### src/rtl/minon_pkg.sv
`default_nettype none
// ---------------------------------------------------------------------------
// Module   : minon_pkg
// Purpose  : Shared widths, reservation-station entry type and arithmetic op
//            encoding for the integer execution units.
// Revision : 1.0  initial release
// ---------------------------------------------------------------------------
package minon_pkg;

    localparam int DEFAULT_WIDTH = 32;
    localparam int DEFAULT_TAG_W = 8;

    typedef struct packed {
        logic                     busy;
        logic [DEFAULT_TAG_W-1:0] alu1;
        logic [DEFAULT_TAG_W-1:0] alu2;
        logic [DEFAULT_WIDTH-1:0] value1;
        logic [DEFAULT_WIDTH-1:0] value2;
    } rs_entry_t;

    typedef enum logic {
        OP_ADD = 1'b0,
        OP_SUB = 1'b1
    } arith_op_e;

endpackage : minon_pkg
`default_nettype wire

### src/rtl/arith_delay_line.sv
`default_nettype none
// ---------------------------------------------------------------------------
// Module   : arith_delay_line
// Purpose  : LATENCY-deep valid/data shift register; the last stage data
//            holds until the next valid word reaches it.
// Revision : 1.0  initial release
// ---------------------------------------------------------------------------
module arith_delay_line #(
    parameter int LATENCY = 1,
    parameter int DW      = 32
) (
    input  logic          clk,
    input  logic          rst,
    input  logic          in_valid,
    input  logic [DW-1:0] in_data,
    output logic          out_valid,
    output logic [DW-1:0] out_data
);

    logic [LATENCY-1:0]         valid_q, valid_d;
    logic [LATENCY-1:0][DW-1:0] data_q, data_d;

    // Data only advances alongside a valid bit, so the output stage keeps
    // the last delivered result between strobes.
    always_comb begin
        valid_d    = '0;
        data_d     = data_q;
        valid_d[0] = in_valid;
        if (in_valid) begin
            data_d[0] = in_data;
        end
        for (int i = 1; i < LATENCY; i++) begin
            valid_d[i] = valid_q[i-1];
            if (valid_q[i-1]) begin
                data_d[i] = data_q[i-1];
            end
        end
    end

    always_ff @(posedge clk) begin
        if (rst) begin
            valid_q <= '0;
            data_q  <= '0;
        end else begin
            valid_q <= valid_d;
            data_q  <= data_d;
        end
    end

    assign out_valid = valid_q[LATENCY-1];
    assign out_data  = data_q[LATENCY-1];

endmodule : arith_delay_line
`default_nettype wire

### src/rtl/rs_arith_unit.sv
`default_nettype none
// ---------------------------------------------------------------------------
// Module   : rs_arith_unit
// Purpose  : Add/subtract execution unit behind one reservation-station slot,
//            one CDB strobe per slot occupancy. Optional macro ALU_OVF_EN
//            adds the result_overflow output.
// Revision : 1.0  initial release
// ---------------------------------------------------------------------------
module rs_arith_unit
    import minon_pkg::*;
#(
    parameter int WIDTH   = DEFAULT_WIDTH,
    parameter int TAG_W   = DEFAULT_TAG_W,
    parameter int OP      = 0,
    parameter int LATENCY = 1
) (
    input  logic             clk,
    input  logic             rst,
    input  logic             rs_busy,
    input  logic [TAG_W-1:0] rs_alu1,
    input  logic [TAG_W-1:0] rs_alu2,
    input  logic [WIDTH-1:0] rs_value1,
    input  logic [WIDTH-1:0] rs_value2,
    output logic [WIDTH-1:0] result,
`ifdef ALU_OVF_EN
    output logic             result_overflow,
`endif
    output logic             result_available
);

    localparam arith_op_e OP_SEL = (OP == 1) ? OP_SUB : OP_ADD;

`ifdef ALU_OVF_EN
    localparam int DW = WIDTH + 1;
`else
    localparam int DW = WIDTH;
`endif

    logic             issued_q, issued_d;
    logic             issue;
    logic [WIDTH-1:0] calc;
    logic [DW-1:0]    payload;
    logic [DW-1:0]    out_data;

    // issued latches for the whole occupancy so a held slot fires only once.
    always_comb begin
        issue    = rs_busy && (rs_alu1 == '0) && (rs_alu2 == '0) && !issued_q;
        issued_d = issued_q;
        if (issue) begin
            issued_d = 1'b1;
        end else if (!rs_busy) begin
            issued_d = 1'b0;
        end
    end

    always_ff @(posedge clk) begin
        if (rst) begin
            issued_q <= 1'b0;
        end else begin
            issued_q <= issued_d;
        end
    end

    always_comb begin
        calc = (OP_SEL == OP_SUB) ? (rs_value1 - rs_value2) : (rs_value1 + rs_value2);
    end

`ifdef ALU_OVF_EN
    logic ovf;
    // Signed overflow: result sign differs from operand 1 when the effective
    // operands share a sign.
    always_comb begin
        if (OP_SEL == OP_SUB) begin
            ovf = (rs_value1[WIDTH-1] != rs_value2[WIDTH-1]) && (calc[WIDTH-1] != rs_value1[WIDTH-1]);
        end else begin
            ovf = (rs_value1[WIDTH-1] == rs_value2[WIDTH-1]) && (calc[WIDTH-1] != rs_value1[WIDTH-1]);
        end
        payload = {ovf, calc};
    end
    assign result_overflow = out_data[WIDTH];
`else
    always_comb begin
        payload = calc;
    end
`endif

    arith_delay_line #(
        .LATENCY (LATENCY),
        .DW      (DW)
    ) u_delay (
        .clk       (clk),
        .rst       (rst),
        .in_valid  (issue),
        .in_data   (payload),
        .out_valid (result_available),
        .out_data  (out_data)
    );

    assign result = out_data[WIDTH-1:0];

endmodule : rs_arith_unit
`default_nettype wire

### config.mk
export PLATFORM = sky130hd
export DESIGN_NAME = rs_arith_unit
export DESIGN_NICKNAME = d
export VERILOG_FILES = /design/src/rtl/minon_pkg.sv /design/src/rtl/arith_delay_line.sv /design/src/rtl/rs_arith_unit.sv
export SDC_FILE = /design/constraint.sdc
export NUM_CORES = 1
export LEC_CHECK = 0
export ABC_AREA = 1
export CORE_MARGIN = 2
export CORE_UTILIZATION = 48
export DETAILED_ROUTE_END_ITERATION = 12
export GPL_ROUTABILITY_DRIVEN = 0
export HOLD_SLACK_MARGIN = 0.05
export PLACE_DENSITY = 0.9
export SETUP_SLACK_MARGIN = 0.3
export SLEW_MARGIN = 20
export SYNTH_ARGS = -nofsm -noshare
export SYNTH_HDL_FRONTEND = slang
export SYNTH_SLANG_ARGS = --single-unit
export TNS_END_PERCENT = 100
### constraint.sdc
create_clock -name clk -period 2.6 [get_ports clk]
set_clock_uncertainty 0.1 [all_clocks]
set_input_delay 0.39 -clock clk [delete_from_list [all_inputs] [get_ports clk]]
set_output_delay 0.39 -clock clk [all_outputs]
set_load 0.02 [all_outputs]
==> results.json <==
{
  "status": "complete, no violations",
  "ys_ff_latch": 34,
  "viasPerCell": 5.09,
  "final_cell_mix": "260 x nand2_1, 134 x inv_1, 115 x clkdlybuf4s50_1",
  "setup_viol": 0,
  "totalNegativeSetupSlack_ns": 0,
  "pwr-share-clk_pct": 25.2,
  "avgSynthCellArea_um2": 5.50,
  "rsz0062_at_grt": "false",
  "synthCells": 676,
  "cts_tree": "done",
  "ant_nets": 0,
  "grt_remaining_overflow": 0,
  "clockBufferDepth": 2,
  "power_switching_mw": 0.593,
  "layout_commonest_cell": "nand2_1",
  "cts_sinks": 34,
  "hp-start": "u_delay.out_data[18]$_SDFFE_PP0P_",
  "end_kind": "flop",
  "drive_gt1_share_pct": 5.16,
  "post_cts_buffers": 0,
  "startpoint_type": "input pin",
  "cts_made_buffers": 5,
  "place_hpwl_mm": 9.00,
  "critPathMaxFanout": 6,
  "r2r-end": "u_delay.out_data[11]$_SDFFE_PP0P_",
  "track_usage_pct": 24.8,
  "drt-total-wl_mm": 10.8,
  "cts_hold_buf": 0,
  "clkLatencyLatePin_ns": 0.29,
  "fin_cells": 896,
  "start_util_pct": 48.8,
  "holdPathEnd": "u_delay.out_data[18]$_SDFFE_PP0P_",
  "design.core.area_um2": 7610,
  "p_leak_nw": 2.79,
  "reg2reg_depth": 5,
  "powerDensity_nw_per_um2": 318,
  "antenna_found_initial": 0,
  "fmax_mhz": 455,
  "rows": 32,
  "pwr-share-comb_pct": 43.0,
  "tightest_slew_ns": 0.427,
  "drt_iter0_markers": 393,
  "wl_per_cell_um": 12.1,
  "die_w_um": 92.0,
  "worstPathRequired_ns": 2.69,
  "fin_total_pwr_mw": 1.63,
  "synth.distinct_cells": 31,
  "syn_nets": 791,
  "ys_seq_area_share_pct": 18.3,
  "min_period_ns": 2.20,
  "ios": 116,
  "die_h_um": 92.0,
  "htreeDepth": 2,
  "seq_power_share_pct": 31.9,
  "area_growth_pct": 38.3,
  "cts_root_buf": "clkbuf_8",
  "ir_worst_vdd_mv": 0.147,
  "grt_pass1_wl_mm": 17.6,
  "timing.final.max_slew_violations": 0,
  "min_period_over_period_pct": 84.5,
  "reg2reg_setup_slack_ns": 1.27,
  "whs_path_depth": 2,
  "hold_viol": 0,
  "cts_resized": 0,
  "hold_class": "flop to flop",
  "die-area_um2": 8460,
  "vias": 4563,
  "drv_cap": 0,
  "syn_area_um2": 3710,
  "p_int_mw": 1.04,
  "crit_type": "input pin to flop",
  "cts.clk_slew.worst_paths_ns": 0.07,
  "arrival_ns": 2.28,
  "diodes": 0,
  "place.port_buffers": 115,
  "dp_cells": 888,
  "grt_max_degree": 26,
  "ys_warn_count": 0,
  "drt-pass1-iter-count": 5,
  "r2r-start": "issued_q$_SDFFE_PP0P_",
  "route.detailed.drc": 0,
  "slew-limit-headroom_pct": 71.5,
  "switching_share_pct": 36.3,
  "fillCellCount": 664,
  "grt_pass1_vias": 4178,
  "num-nets-final": 908
}
[worst max path at each step]
stage	from	end	slack, ns	depth (start not counted)
floorplan	rs_value1[0]	u_delay.out_data[12]$_SDFFE_PP0P_	0.63	9
global placement	rs_value1[0]	u_delay.out_data[20]$_SDFFE_PP0P_	0.08	13
detailed placement	rs_value2[0]	u_delay.out_data[20]$_SDFFE_PP0P_	0.01	13
CTS	rs_value2[0]	u_delay.out_data[20]$_SDFFE_PP0P_	0.31	13
global route	rs_value1[2]	u_delay.out_data[27]$_SDFFE_PP0P_	0.29	11
finish	rs_value2[2]	u_delay.out_data[19]$_SDFFE_PP0P_	0.40	11
[worst max-delay path: stages]
cell             delay [ns]
clkdlybuf4s50_1        0.40
ha_1                   0.41
nor2_2                 0.08
a21oi_1                0.25
nand3_1                0.14
nand3_1                0.18
nand2_1                0.10
nand3_1                0.07
nand3_1                0.12
nand2_1                0.09
inv_1                  0.03
[power groups by stage]
stage / clock [mW] / sequential [mW] / combinational, mW
after floorplan: 0 / 0.532 / 0.417
after global placement: 0 / 0.532 / 0.643
after detailed placement: 0 / 0.532 / 0.662
after CTS: 0.416 / 0.520 / 0.666
after global routing: 0.444 / 0.520 / 0.773
final: 0.411 / 0.520 / 0.701
[cells in the mapped netlist, drive strengths merged]
library cell | n | area share (%)
ha | 31 | 10
dfxtp | 34 | 18
fa | 1 | 0.54
nor4 | 2 | 0.34
o21ai | 16 | 2.2
nor3 | 6 | 1.1
clkbuf | 2 | 0.20
a21o | 1 | 0.20
nand4 | 3 | 0.51
clkinv | 1 | 0.10
xnor2 | 10 | 2.4
nor2 | 71 | 7.5
o211ai | 2 | 0.40
inv | 137 | 14
a211oi | 1 | 0.34
or2 | 1 | 0.17
buf | 6 | 1.5
nand2 | 262 | 26
xor2 | 5 | 1.2
nand3b | 1 | 0.20
o21bai | 4 | 0.91
a21oi | 31 | 4.8
nand3 | 48 | 6.5
[state kept, by name (all words and copies together) (netlist names)]
register	count
issued_q	1
u_delay.out_data	32
u_delay.out_valid	1
[per-stage QoR]
stage	area, um2	setup WS, ns	utilization, %	hold slack, ns
2_1_floorplan	3710	0.632	-	0.394
3_3_place_gp	4950	0.0822	65.1	0.384
3_5_place_dp	4950	0.0108	65.1	0.399
4_1_cts	5050	0.306	66.4	0.419
5_1_grt	5140	0.286	67.5	0.449
6_report	5140	0.404	67.5	0.416
[per-layer routing]
| layer | vias to the layer above | wire length [um] | GRT usage [%] |
|---|---|---|---|
| met5 | - | 0 | 0 |
| met4 | 0 | 253 | 8.33 |
| met3 | 29 | 1030 | 3.20 |
| met2 | 242 | 5010 | 43.1 |
| met1 | 2000 | 4530 | 31.7 |
| li1 | 2292 | - | - |
[cell type report]
type	count	area, um2	share of cell area [%]
Clock buffer	6	82.6	1.61
Clock inverter	2	12.5	0.243
Inverter	138	518	10.1
Multi-Input combinational cell	496	2540	49.5
Sequential cell	34	681	13.2
Tap cell	102	128	2.48
Timing Repair Buffer	118	1170	22.8
[cell families after synthesis]
logic type / after synthesis / share of synthesized area (%)
compound gates: 55 / 8.79
xor+xnor: 15 / 3.54
fa+ha+maj: 32 / 11.0
buf+inv: 146 / 15.6
flops: 34 / 18.3
simple gates: 394 / 42.7
(Power assumes the default switching activity.)
